File: src/rtl/ws2812_status_chain_pkg.sv
// Shared definitions for the WS2812 status chain: 50 MHz timing defaults,
// GRB field layout, FSM state codes and small sizing/colour helpers.
package ws2812_status_chain_pkg;

   localparam int          DEF_NLEDS    = 5;
   localparam logic [23:0] DEF_ON_GRB   = 24'h100000;
   localparam logic [23:0] DEF_OFF_GRB  = 24'h000000;
   localparam int          DEF_TBIT     = 63;
   localparam int          DEF_T0H      = 20;
   localparam int          DEF_T1H      = 40;
   localparam int          DEF_TRESET   = 15000;
   localparam int          DEF_TREFRESH = 1000000;

   // One pixel is 24 bits on the wire: G[23:16], R[15:8], B[7:0], MSB first.
   localparam int GRB_BITS  = 24;
   localparam int GRB_G_MSB = 23;

   localparam logic [1:0] ST_IDLE  = 2'd0;
   localparam logic [1:0] ST_LOAD  = 2'd1;
   localparam logic [1:0] ST_BIT   = 2'd2;
   localparam logic [1:0] ST_LATCH = 2'd3;

   // Width needed to hold values 0..max_val without wrapping.
   function automatic int cnt_width(input int max_val);
      return (max_val < 1) ? 1 : $clog2(max_val + 1);
   endfunction

   function automatic logic [GRB_BITS-1:0] grb_colour(
      input logic                lit,
      input logic [GRB_BITS-1:0] on_c,
      input logic [GRB_BITS-1:0] off_c
   );
      return lit ? on_c : off_c;
   endfunction

endpackage

File: src/rtl/ws2812_status_chain_bit_tx.sv
// One WS2812 NRZ symbol generator: a start strobe launches a TBIT-long symbol,
// high for T1H or T0H cycles; o_done marks its final cycle.
module ws2812_status_chain_bit_tx
   import ws2812_status_chain_pkg::*;
#(
   parameter int TBIT = DEF_TBIT,
   parameter int T0H  = DEF_T0H,
   parameter int T1H  = DEF_T1H
) (
   input  logic i_clk,
   input  logic i_rst,
   input  logic i_start,
   input  logic i_bit,
   output logic o_done,
   output logic o_dout
);

   localparam int CW = cnt_width(TBIT - 1);

   logic [CW-1:0] r_cnt;
   logic          r_bit;
   logic          r_active;
   logic          r_dout;
   logic [CW-1:0] w_high;

   assign w_high = r_bit ? CW'(T1H) : CW'(T0H);
   assign o_done = r_active && (r_cnt == CW'(TBIT - 1));
   assign o_dout = r_dout;

   // The wire is registered so it trails the symbol counter by one cycle;
   // a start in the same cycle as o_done chains symbols with no gap.
   always_ff @(posedge i_clk or posedge i_rst) begin
      if (i_rst) begin
         r_cnt    <= '0;
         r_bit    <= 1'b0;
         r_active <= 1'b0;
         r_dout   <= 1'b0;
      end else begin
         r_dout <= r_active && (r_cnt < w_high);
         if (i_start) begin
            r_bit    <= i_bit;
            r_cnt    <= '0;
            r_active <= 1'b1;
         end else if (o_done) begin
            r_active <= 1'b0;
         end else if (r_active) begin
            r_cnt <= r_cnt + 1'b1;
         end
      end
   end

endmodule

File: src/rtl/ws2812_status_chain.sv
// Status-LED chain driver: maps each status bit to a GRB colour and streams
// the frame on change, on force, or periodically for pixel recovery.
module ws2812_status_chain
   import ws2812_status_chain_pkg::*;
#(
   parameter int          NLEDS    = DEF_NLEDS,
   parameter logic [23:0] ON_GRB   = DEF_ON_GRB,
   parameter logic [23:0] OFF_GRB  = DEF_OFF_GRB,
   parameter int          TBIT     = DEF_TBIT,
   parameter int          T0H      = DEF_T0H,
   parameter int          T1H      = DEF_T1H,
   parameter int          TRESET   = DEF_TRESET,
   parameter int          TREFRESH = DEF_TREFRESH
) (
   input  logic             clk_p,
   input  logic             rst,
   input  logic [NLEDS-1:0] led,
   input  logic             force_req,
   output logic             led2812,
   output logic             busy
);

   if (!((T0H < T1H) && (T1H < TBIT) && (NLEDS >= 1))) begin : g_bad_params
      $fatal(1, "ws2812_status_chain: need T0H < T1H < TBIT and NLEDS >= 1");
   end

   localparam int PW = cnt_width(NLEDS - 1);
   localparam int BW = cnt_width(GRB_G_MSB);
   localparam int LW = cnt_width(TRESET - 1);
   localparam int RW = cnt_width(TREFRESH - 1);

   logic [1:0]          r_state;
   logic [NLEDS-1:0]    r_snap;
   logic [GRB_BITS-1:0] r_shift;
   logic [BW-1:0]       r_bit_cnt;
   logic [PW-1:0]       r_pix;
   logic [LW-1:0]       r_lat_cnt;
   logic [RW-1:0]       r_ref_cnt;
   logic                r_force_pend;
   logic                r_busy;

   logic                w_done;
   logic                w_start;
   logic                w_start_bit;
   logic [GRB_BITS-1:0] w_next_shift;
   logic [PW-1:0]       w_pix_next;
   logic                w_last_bit;
   logic                w_last_pix;
   logic                w_refresh_due;
   logic                w_frame_req;

   assign w_pix_next    = r_pix + 1'b1;
   assign w_last_bit    = (r_bit_cnt == '0);
   assign w_last_pix    = (r_pix == PW'(NLEDS - 1));
   assign w_refresh_due = (r_ref_cnt == RW'(TREFRESH - 1));
   assign w_frame_req   = (led != r_snap) || force_req || r_force_pend || w_refresh_due;

   // Pixel 0 comes straight from led because the snapshot is written in the same cycle.
   always_comb begin
      w_start      = 1'b0;
      w_next_shift = r_shift;
      case (r_state)
         ST_LOAD: begin
            w_start      = 1'b1;
            w_next_shift = grb_colour(led[0], ON_GRB, OFF_GRB);
         end
         ST_BIT: begin
            if (w_done) begin
               if (!w_last_bit) begin
                  w_start      = 1'b1;
                  w_next_shift = r_shift << 1;
               end else if (!w_last_pix) begin
                  w_start      = 1'b1;
                  w_next_shift = grb_colour(r_snap[w_pix_next], ON_GRB, OFF_GRB);
               end
            end
         end
         default: ;
      endcase
      w_start_bit = w_next_shift[GRB_G_MSB];
   end

   ws2812_status_chain_bit_tx #(
      .TBIT (TBIT),
      .T0H  (T0H),
      .T1H  (T1H)
   ) u_bit_tx (
      .i_clk   (clk_p),
      .i_rst   (rst),
      .i_start (w_start),
      .i_bit   (w_start_bit),
      .o_done  (w_done),
      .o_dout  (led2812)
   );

   // Reset lands in LATCH so a frame cut short by rst is never latched as valid.
   always_ff @(posedge clk_p or posedge rst) begin
      if (rst) begin
         r_state      <= ST_LATCH;
         r_snap       <= '0;
         r_shift      <= '0;
         r_bit_cnt    <= '0;
         r_pix        <= '0;
         r_lat_cnt    <= '0;
         r_ref_cnt    <= '0;
         r_force_pend <= 1'b0;
         r_busy       <= 1'b0;
      end else begin
         r_shift <= w_next_shift;

         if (force_req && (r_state != ST_IDLE)) begin
            r_force_pend <= 1'b1;
         end else if (r_state == ST_LOAD) begin
            r_force_pend <= 1'b0;
         end

         case (r_state)
            ST_IDLE: begin
               if (w_frame_req) begin
                  r_state <= ST_LOAD;
               end else if (!w_refresh_due) begin
                  r_ref_cnt <= r_ref_cnt + 1'b1;
               end
            end
            ST_LOAD: begin
               r_snap    <= led;
               r_pix     <= '0;
               r_bit_cnt <= BW'(GRB_G_MSB);
               r_ref_cnt <= '0;
               r_busy    <= 1'b1;
               r_state   <= ST_BIT;
            end
            ST_BIT: begin
               if (w_done) begin
                  if (!w_last_bit) begin
                     r_bit_cnt <= r_bit_cnt - 1'b1;
                  end else if (!w_last_pix) begin
                     r_pix     <= w_pix_next;
                     r_bit_cnt <= BW'(GRB_G_MSB);
                  end else begin
                     r_lat_cnt <= '0;
                     r_state   <= ST_LATCH;
                  end
               end
            end
            default: begin
               if (r_lat_cnt == LW'(TRESET - 1)) begin
                  r_state   <= ST_IDLE;
                  r_busy    <= 1'b0;
                  r_ref_cnt <= '0;
               end else begin
                  r_lat_cnt <= r_lat_cnt + 1'b1;
               end
            end
         endcase
      end
   end

   assign busy = r_busy;

endmodule

File: config.mk
export PLATFORM = sky130hd
export DESIGN_NAME = ws2812_status_chain
export DESIGN_NICKNAME = d
export VERILOG_FILES = /design/src/rtl/ws2812_status_chain_pkg.sv /design/src/rtl/ws2812_status_chain_bit_tx.sv /design/src/rtl/ws2812_status_chain.sv
export SDC_FILE = /design/constraint.sdc
export NUM_CORES = 1
export LEC_CHECK = 0
export CORE_UTILIZATION = 45
export DETAILED_ROUTE_END_ITERATION = 7
export GPL_ROUTABILITY_DRIVEN = 0
export HOLD_SLACK_MARGIN = 0.08
export PLACE_DENSITY = 0.57
export SETUP_SLACK_MARGIN = 0.4
export SLEW_MARGIN = 15
export SYNTH_ARGS = -nofsm -noshare
export SYNTH_HDL_FRONTEND = slang
export SYNTH_SLANG_ARGS = --single-unit
File: constraint.sdc
create_clock -name clk_p -period 7.9 [get_ports clk_p]
set_input_delay 2.37 -clock clk_p [delete_from_list [all_inputs] [get_ports clk_p]]
set_output_delay 2.37 -clock clk_p [all_outputs]
set_load 0.01 [all_outputs]
==> flow_summary.json <==
{
  "status": "complete, no violations",
  "slew_viol_final": 0,
  "final-hold-violation-count": 0,
  "r2r_cells": 7,
  "drc": 0,
  "fill_cells": 857,
  "drtIter0Drc": 133,
  "syn_area_um2": 4270,
  "stdcell_area_um2": 4690,
  "ys_warn_count": 0,
  "synthArstFlopShare_pct": 100,
  "cellLeakagePower_nw": 2.13,
  "grt_pass1_vias": 3171,
  "grt.total_usage_pct": 19.4,
  "dp_hpwl_um": 5940,
  "powerDensity_nw_per_um2": 158,
  "grt_pass1_wl_um": 15100,
  "nets": 464,
  "whs_path_depth": 1,
  "die_w_um": 99.4,
  "worst_pin_slew_ps": 1100,
  "hold_path_startpoint": "r_lat_cnt[13]",
  "grt_overflow": 0,
  "whs_endpoint": "r_lat_cnt[13]",
  "wl_per_cell_um": 15.8,
  "instances_no_fill": 557,
  "dpl_cell_area_um2": 4490,
  "cts_htree_levels": 3,
  "via_per_inst": 5.92,
  "die_height_um": 99.4,
  "routed_wl_um": 8780,
  "fin_crit_sh_pct": 54.4,
  "cts_buffer_depth": 2,
  "cp.required_ps": 8200,
  "dr.pass1.iters": 4,
  "clk_latency_ps": 360,
  "hold_ws_ps": 496,
  "start_kind": "input port",
  "hp-class": "reg -> reg",
  "ir_worst_vdd_mv": 0.0851,
  "place_inst": 541,
  "r2r_end": "r_ref_cnt[18]",
  "crit_path_end_kind": "flop",
  "worst-r2r-setup-slack_ps": 4800,
  "antenna_left": 0,
  "avgSynthCellArea_um2": 9.97,
  "ios": 10,
  "port_buffers": 9,
  "drive_gt1_share_pct": 9.42,
  "period_minus_slack_ps": 4300,
  "grt_start_max_net_pins": 84,
  "startpoint": "led[3]",
  "antenna_cells": 0,
  "fmaxAchievable_ghz": 0.233,
  "cts_tree": "done",
  "synth_edf_count": 0,
  "skew_ps": 10.2,
  "netlist_instances": 428,
  "worstSetupPathType": "in -> reg",
  "drv_cap": 0,
  "synthFlopType": "dfrtp_1",
  "cts_num_sinks": 83,
  "root_buffer": "clkbuf_8",
  "ys_seq_area_share_pct": 48.7,
  "post_cts_buffers": 0,
  "setup_viol": 0,
  "syn2layout_area_growth_pct": 9.88,
  "ys_ff_latch": 83,
  "rows": 35,
  "cts_hold_buffers": 0,
  "synth_nets": 451,
  "critPathMaxFanout": 18,
  "path_clk_slew_ps": 100,
  "timing.rr.start": "r_state[0]",
  "cts_resized": 0,
  "antenna_found_initial": 0,
  "design.core.area_um2": 9200,
  "die-area_um2": 9880,
  "setup_tns_ps": 0,
  "synth.distinct_cells": 55,
  "rsz0062_at_grt": "false",
  "start_util_pct": 46.4,
  "cts_inserted_buffers": 9,
  "vias": 3298,
  "crit_arrival_ps": 4590,
  "slew-limit-headroom_pct": 26.6
}
area by class of cell:
| class | instances | area, µm² | share of cell area, % |
|---|---|---|---|
| multi-input combinational | 320 | 2110 | 45.1 |
| timing repair buffer | 11 | 109 | 2.32 |
| tap | 111 | 139 | 2.96 |
| clock buffer | 9 | 124 | 2.64 |
| sequential | 83 | 2080 | 44.3 |
| clock inverter | 7 | 65.1 | 1.39 |
| inverter | 16 | 61.3 | 1.31 |
sequential cells by signal, summed over array words and instances (netlist names):
name / flops
u_bit_tx.r_active: 1
u_bit_tx.r_bit: 1
u_bit_tx.r_cnt: 6
u_bit_tx.o_dout: 1
r_lat_cnt: 14
r_state: 2
r_bit_cnt: 5
busy: 1
r_shift: 23
r_force_pend: 1
r_pix: 3
r_snap: 5
r_ref_cnt: 20
cells in the final DEF, fill, tap and decap left out, drive strengths merged, types with 6 or more instances in the layout:
cell / instances
nor3: 8
clkbuf: 9
inv: 20
mux2: 6
ha: 15
nand3: 18
or4: 8
a22o: 23
clkdlybuf4s50: 9
nand2: 41
dfrtp: 81
and3: 14
a21oi: 23
o31ai: 9
xor2: 14
o21ai: 24
nand4: 11
nor2: 37
metrics by stage:
| stage | util (%) | total power, W | setup slack [ps] |
|---|---|---|---|
| after global routing | 51.0 | 0.000772 | 3450 |
| after detailed placement | 48.8 | 0.000449 | 3250 |
| after CTS | 50.9 | 0.000754 | 3640 |
| after floorplan | - | 0.000441 | 3400 |
| final | 51.0 | 0.000743 | 3600 |
| after global placement | 48.8 | 0.000449 | 3290 |
report_power, final:
part	switching, W	internal [W]	total (W)
registers	0.000000176	0.000425	0.000425
logic	0.0000102	0.00000453	0.0000147
clock network	0.000180	0.000123	0.000303
worst max-delay path by stage:
| stage | depth (start not counted) | end |
|---|---|---|
| floorplan | 1 | busy |
| global placement | 7 | r_ref_cnt[14] |
| detailed placement | 7 | r_ref_cnt[18] |
| CTS | 7 | r_ref_cnt[18] |
| global route | 7 | r_ref_cnt[18] |
| finish | 7 | r_ref_cnt[18] |
critical path, stage by stage:
cell	delay (ps)
clkdlybuf4s50_1	420
xor2_1	150
nor4_1	410
a31o_2	310
nand2_2	210
or4_1	560
a21oi_1	160
cell usage after synthesis (4+ instances only):
cell      instances  area, µm²
clkbuf_1          9       33.8
a21oi_1          23        115
and2_1            4       25.0
nand2_1          40        150
or4_1             8       60.1
nor3_1            8       40.0
and3_1           11       68.8
ha_1             15        188
xnor2_1           5       43.8
and4_1            4       35.0
o21ai_0          23        115
nor4_1            5       31.3
nand3_1          18       90.1
mux2_2            6       67.6
nand4_1          11       68.8
dfrtp_1          81       2030
mux2i_1           4       40.0
inv_1            15       56.3
o31ai_1           9       67.6
or3_1             5       31.3
a22o_1           23        201
nor2_1           37        139
xor2_1           14        123
layer usage:
metal / up-vias / track usage (%) / part of all wire (%)
met5: - / 0 / 0
met3: 9 / 3.16 / 2.3
met1: 1635 / 25.6 / 48
met4: 0 / 7.58 / 1.3
met2: 40 / 32.1 / 48
li1: 1614 / - / -
cell families after synthesis:
logic type	Yosys count	synth area share [%]
muxes	11	3.05
adders and majority gates	15	4.40
AOI/OAI and AO/OA	103	16.5
and+or+nand+nor	172	21.2
xor gates and xnor gates	19	3.90
DFF	83	48.7
buffers and inverters	25	2.20
(Power assumes the default switching activity.)
